**src/rtl/mac_result_requant.sv**
```systemverilog
// mac_result_requant: snapshots the 16 MAC column results, adds a per-column
// bias, shifts right arithmetically, saturates to int8 and queues the results
// in a first-word-fall-through FIFO with a valid/ready drain.
// Optional feature macro: MAC_REQUANT_RELU_EN (ReLU after shift, range [0,127]).
module mac_result_requant #(
   parameter int NCOL       = 16,
   parameter int IN_W       = 17,
   parameter int OUT_W      = 8,
   parameter int FIFO_DEPTH = 16
) (
   input  logic                  Clk,
   input  logic                  reset,
   input  logic [NCOL*IN_W-1:0]  macIn,
   input  logic [NCOL-1:0]       colMask,
   input  logic                  capture,
   input  logic [3:0]            shiftAmt,
   input  logic                  biasWE,
   input  logic [3:0]            biasAddr,
   input  logic [IN_W-1:0]       biasData,
   output logic [OUT_W-1:0]      outData,
   output logic [3:0]            outCol,
   output logic                  outSat,
   output logic                  outValid,
   input  logic                  outReady,
   output logic                  busy,
   output logic                  captureErr
);

   localparam int AW = $clog2(FIFO_DEPTH);
   localparam int EW = 1 + 4 + OUT_W;
   localparam logic signed [IN_W:0] SMAX = (IN_W+1)'(2**(OUT_W-1) - 1);
   localparam logic signed [IN_W:0] SMIN = ~SMAX;

   typedef enum logic {IDLE, SCAN} state_t;

   state_t                       state, state_nx;
   logic [3:0]                   col, col_nx;
   logic                         start;
   logic [NCOL-1:0][IN_W-1:0]    snap_mac;
   logic [NCOL-1:0]              snap_mask;
   logic [3:0]                   snap_shift;
   logic [NCOL-1:0][IN_W-1:0]    bias;
   logic [31:0]                  addr_ext;

   logic [EW-1:0]                mem [FIFO_DEPTH];
   logic [AW-1:0]                wr_ptr, rd_ptr;
   logic [AW:0]                  count;
   logic                         full, push, pop;
   logic [EW-1:0]                head;

   logic signed [IN_W-1:0]       mac_c, bias_c;
   logic signed [IN_W:0]         sum, shifted;
   logic [OUT_W-1:0]             res;
   logic                         res_sat;

   assign busy     = (state == SCAN);
   assign full     = (count == (AW+1)'(FIFO_DEPTH));
   assign outValid = (count != '0);
   assign pop      = outValid && outReady;
   // A push blocked by a full FIFO waits even if a pop frees a slot this cycle.
   assign push     = (state == SCAN) && snap_mask[col] && !full;
   assign addr_ext = 32'(biasAddr);

   // State and column register.
   always_ff @(posedge Clk or posedge reset) begin
      if (reset) begin
         state <= IDLE;
         col   <= '0;
      end else begin
         state <= state_nx;
         col   <= col_nx;
      end
   end

   // Next state: a scan visits every column once, stalling only on a full FIFO.
   always_comb begin
      state_nx = state;
      col_nx   = col;
      start    = 1'b0;
      case (state)
         IDLE: begin
            if (capture) begin
               state_nx = SCAN;
               col_nx   = '0;
               start    = 1'b1;
            end
         end
         SCAN: begin
            if (!(snap_mask[col] && full)) begin
               if (col == 4'(NCOL-1)) state_nx = IDLE;
               col_nx = col + 4'd1;
            end
         end
         default: state_nx = IDLE;
      endcase
   end

   // Snapshot of the column results, mask and shift taken at scan start.
   always_ff @(posedge Clk or posedge reset) begin
      if (reset) begin
         snap_mac   <= '0;
         snap_mask  <= '0;
         snap_shift <= '0;
      end else if (start) begin
         snap_mac   <= macIn;
         snap_mask  <= colMask;
         snap_shift <= shiftAmt;
      end
   end

   // Bias registers are writable only while idle so a scan sees stable biases.
   always_ff @(posedge Clk or posedge reset) begin
      if (reset) bias <= '0;
      else if (biasWE && state == IDLE && addr_ext < NCOL) bias[biasAddr] <= biasData;
   end

   // A capture arriving while a scan runs is dropped and flagged for one cycle.
   always_ff @(posedge Clk or posedge reset) begin
      if (reset) captureErr <= 1'b0;
      else       captureErr <= capture && (state == SCAN);
   end

   // Requantise the current column: bias add, arithmetic shift, clip.
   always_comb begin
      mac_c   = $signed(snap_mac[col]);
      bias_c  = $signed(bias[col]);
      sum     = {mac_c[IN_W-1], mac_c} + {bias_c[IN_W-1], bias_c};
      shifted = sum >>> snap_shift;
      res     = shifted[OUT_W-1:0];
      res_sat = 1'b0;
`ifdef MAC_REQUANT_RELU_EN
      if (shifted[IN_W]) begin
         res = '0;
      end else if (shifted > SMAX) begin
         res     = SMAX[OUT_W-1:0];
         res_sat = 1'b1;
      end
`else
      if (shifted > SMAX) begin
         res     = SMAX[OUT_W-1:0];
         res_sat = 1'b1;
      end else if (shifted < SMIN) begin
         res     = SMIN[OUT_W-1:0];
         res_sat = 1'b1;
      end
`endif
   end

   // FIFO storage; contents are don't-care until counted valid.
   always_ff @(posedge Clk) begin
      if (push) mem[wr_ptr] <= {res_sat, col, res};
   end

   // FIFO pointers and occupancy.
   always_ff @(posedge Clk or posedge reset) begin
      if (reset) begin
         wr_ptr <= '0;
         rd_ptr <= '0;
         count  <= '0;
      end else begin
         if (push) wr_ptr <= wr_ptr + AW'(1);
         if (pop)  rd_ptr <= rd_ptr + AW'(1);
         case ({push, pop})
            2'b10:   count <= count + (AW+1)'(1);
            2'b01:   count <= count - (AW+1)'(1);
            default: count <= count;
         endcase
      end
   end

   // Head entry, forced to zero when the FIFO is empty.
   always_comb begin
      head    = outValid ? mem[rd_ptr] : '0;
      outData = head[OUT_W-1:0];
      outCol  = head[OUT_W +: 4];
      outSat  = head[EW-1];
   end

endmodule

```
**config.mk**
```make
export PLATFORM = sky130hd
export DESIGN_NAME = mac_result_requant
export DESIGN_NICKNAME = d
export VERILOG_FILES = /design/src/rtl/mac_result_requant.sv
export SDC_FILE = /design/constraint.sdc
export NUM_CORES = 1
export LEC_CHECK = 0
export BUFFER_PORTS_ARGS = -buffer_cell sky130_fd_sc_hd__buf_2
export CAP_MARGIN = 15
export CORE_MARGIN = 3
export CORE_UTILIZATION = 54
export DETAILED_ROUTE_END_ITERATION = 7
export GPL_ROUTABILITY_DRIVEN = 0
export GPL_TIMING_DRIVEN = 0
export PLACE_DENSITY_LB_ADDON = 0.15
export SYNTH_ARGS = -nofsm -noshare
export SYNTH_HDL_FRONTEND = slang
export SYNTH_SLANG_ARGS = --single-unit
```
**constraint.sdc**
```tcl
create_clock -name Clk -period 17.6 [get_ports Clk]
set_input_delay 0.88 -clock Clk [delete_from_list [all_inputs] [get_ports Clk]]
set_output_delay 0.88 -clock Clk [all_outputs]
set_load 0.05 [all_outputs]
```
==> results.json <==
{
  "status": "finished, final reports clean",
  "p_clk_frac": 0.177,
  "drc": 0,
  "fin_crit_ns": 9.64,
  "syn-cell-area_um2": 37000,
  "core_um2": 67500,
  "grt_max_degree": 137,
  "timing.critical_path.required_ns": 17.82,
  "finalHoldViolations": 0,
  "rsz0062_at_grt": "no",
  "die_area_um2": 71600,
  "p_sw_frac": 0.431,
  "portBuffers": 331,
  "powerDensity_nw_per_um2": 234,
  "end_kind": "register",
  "setup_ws_ns": 7.96,
  "synth_edf_count": 208,
  "viasPerCell": 6.11,
  "drt_pre_antenna_iters": 5,
  "yosysTopAreaCell": "dfrtp_1",
  "yosys_warnings": 0,
  "initialDrtViolationCount": 3017,
  "post_cts_buffers": 0,
  "pwr-share-seq": 0.316,
  "cts_buffers": 84,
  "area_growth_pct": 15.9,
  "nNetsFinal": 3882,
  "rows": 95,
  "rr_startpoint": "col[0]",
  "ctsRootBufferMaster": "clkbuf_16",
  "worstPathArrival_ns": 9.86,
  "cpPeakStageDelay_ns": 1.10,
  "power.leakage_nw": 19.9,
  "r2r-end": "mem[1][0]",
  "nFillCells": 5281,
  "cts_tree": "built",
  "cp_slowest_cell": "a32oi_1",
  "pre_cts_ws_ns": 8.17,
  "grt_pass1_wl_um": 174000,
  "critPathMaxFanout": 18,
  "setup_viol": 0,
  "netlist.area_leader.share": 0.395,
  "grt_util_all_layers": 0.329,
  "synthArstFlopShare": 0.737,
  "cap_viol_max_count": 0,
  "synth_seq_area_share": 0.564,
  "totalPowerFinal_w": 0.0100,
  "start_kind": "register",
  "synth-main-ff-cell": "dfrtp_1",
  "cts_max_level": 3,
  "io_pins": 334,
  "hold_path_class": "input pin to async pin",
  "routedWlPerCell_um": 26.3,
  "start_util": 0.547,
  "intPower_w": 0.00570,
  "cts_sinks": 791,
  "grtUsageMet1": 0.433,
  "cts_max_path_buffers": 3,
  "clock_skew_ns": 0.0225,
  "max_freq_mhz": 104,
  "antenna_left": 0,
  "post_synth.cell_area_avg_um2": 11.9,
  "pwr-share-comb": 0.507,
  "vias": 27400,
  "met2_usage": 0.534,
  "cts.clk_slew.worst_paths_ns": 0.06,
  "dp.final_hpwl_um": 86100,
  "post_cts_resized": 0,
  "postCtsHoldBufs": 0,
  "slew_headroom": 0.0429,
  "overflow": 0,
  "netlist_instances": 3098,
  "multi_input_comb_area_um2": 15300,
  "critical_path.cell_chain": "clkbuf_1 > buf_2 > buf_2 > buf_1 > buf_1 > mux2i_1 > a21oi_1 > a22oi_1 > nand2_1 > ha_1 > and2_4 > a221oi_2 > a21oi_1 > a2111oi_2 > a22oi_1 > a31oi_1 > nor3_4 > nor4b_4 > o211ai_2 > a32oi_1",
  "clock_latency_ns": 0.64,
  "synthTopCellsByArea": "dfrtp_1, edfxtp_1, nand2_1",
  "antenna_found_initial": 8,
  "first_global_vias": 27800,
  "p_sw_w": 0.00431,
  "ys_ff_latch": 791,
  "syn_nets": 3445,
  "yosys.cell_types.count": 87,
  "die_h_um": 268,
  "die_w_um": 268,
  "globalRouteMet3Util": 0.0599,
  "crit_type": "register to register",
  "vdd_drop_max_uv": 225,
  "tightest_slew_ns": 1.44,
  "drt-total-wl_um": 118000,
  "drive_above_1_share": 0.273,
  "grt.busiest_layer": "met2",
  "r2r_setup_slack_ns": 7.96,
  "finalMaxSlewViolations": 0,
  "ff_latch_area_um2": 20800,
  "ff2ff_path_depth": 20,
  "period_share": 0.548,
  "tns_ns": 0
}
==> power by group through the flow <==
| stage | clock (W) | sequential [W] | combinational, W |
|---|---|---|---|
| floorplan | 0 | 0.00308 | 0.00339 |
| global placement | 0 | 0.00316 | 0.00473 |
| detailed placement | 0 | 0.00319 | 0.00492 |
| CTS | 0.00178 | 0.00316 | 0.00495 |
| global route | 0.00186 | 0.00323 | 0.00541 |
| finish | 0.00177 | 0.00317 | 0.00507 |
==> state kept, by name (all words and copies together), names as in the netlist <==
register	cells
mem	208
captureErr	1
snap_shift	4
bias	272
snap_mac	272
busy	1
col	4
count	5
rd_ptr	4
wr_ptr	4
snap_mask	16
==> cell usage in the layout, fill, tap and decap left out, types with 6 or more instances in the layout <==
| master | n |
|---|---|
| clkbuf_1 | 185 |
| xor2_1 | 6 |
| mux2_2 | 302 |
| diode_2 | 7 |
| o21ai_0 | 83 |
| a31oi_1 | 6 |
| ha_1 | 27 |
| a221oi_1 | 35 |
| buf_8 | 6 |
| a22oi_1 | 38 |
| inv_1 | 19 |
| clkbuf_16 | 84 |
| clkbuf_8 | 18 |
| buf_2 | 344 |
| buf_1 | 25 |
| nor2b_1 | 30 |
| nor3_1 | 13 |
| o211ai_1 | 12 |
| and3_1 | 12 |
| nand2_1 | 963 |
| a21o_1 | 16 |
| dfrtp_1 | 583 |
| nor2_1 | 43 |
| nand4_1 | 8 |
| nor4_1 | 6 |
| a211oi_1 | 6 |
| a21oi_1 | 67 |
| edfxtp_1 | 208 |
| nand3_1 | 15 |
| xnor2_1 | 14 |
| clkinv_2 | 18 |
| mux2i_1 | 122 |
| mux4_2 | 140 |
| and2_1 | 12 |
==> final cells by class <==
class / count / area share
diodes: 7 / 0.000409
flip-flops and latches: 791 / 0.487
clock buffers: 119 / 0.0565
inverters: 21 / 0.00202
plain buffers: 209 / 0.0189
multi-input cells: 2077 / 0.356
clock inverters: 34 / 0.00777
well taps: 873 / 0.0255
repair buffers: 351 / 0.0459
==> cells by family after synthesis <==
logic type	Yosys count	share of synthesized area
and+or+nand+nor	1137	0.126
DFF	791	0.564
muxes	565	0.211
AOI/OAI and AO/OA	326	0.0606
buffers and inverters	230	0.0240
adders and majority gates	29	0.0102
xor gates and xnor gates	20	0.00474
==> per-stage QoR <==
stage	hold WS, ns	cells	cell area [um^2]	utilization
floorplan	0.440	3098	37000	-
detailed placement	0.459	4316	40000	0.592
global placement	0.454	4302	39700	0.588
global route	0.382	4475	42800	0.634
finish	0.348	4482	42800	0.634
CTS	0.354	4469	42700	0.633
==> how the worst max path moves through the flow <==
stage	cells past startpoint	from	end	slack, ns
6_report	20	col[0]	mem[1][0]	7.96
4_1_cts	20	col[0]	mem[7][0]	8.06
3_5_place_dp	20	col[0]	mem[1][0]	8.17
5_1_grt	20	col[0]	mem[0][0]	7.70
3_3_place_gp	2	reset	snap_mac[56]	-4.94
2_1_floorplan	1	reset	bias[0]	0.41
==> Yosys cell counts (all sizes together), types with 4 or more instances <==
cell	number
a22oi	38
mux2i	122
and3	12
nor2	44
nand2	965
or3	5
nand2b	5
o21ai	86
nand3	16
a221o	4
clkbuf	170
a32oi	5
and2	14
a2bb2oi	5
buf	39
and4	4
o211ai	13
a21o	16
inv	21
edfxtp	208
a221oi	38
xor2	6
a21oi	70
a31oi	8
a211oi	8
mux4	140
mux2	303
nor2b	30
xnor2	14
nor4	7
dfrtp	583
nand4	8
nor3	18
ha	27
o2111ai	6
==> worst max-delay path: cells and delay by family, from the launching register on <==
family                   cells  cell delay, ns
adder cells (fa/ha/maj)      1            0.32
buffers and inverters        5            2.81
AO/OA/AOI/OAI                9            4.13
flip-flops                   1            0.72
multiplexers                 1            0.23
AND/OR/NAND/NOR              4            0.95
==> metal layers <==
metal | part of all wire | vias up
met1 | 0.39 | 13900
met3 | 0.085 | 301
met5 | 0.000076 | -
met4 | 0.052 | 2
met2 | 0.48 | 1352
li1 | - | 11900
(Power assumes the default switching activity.)
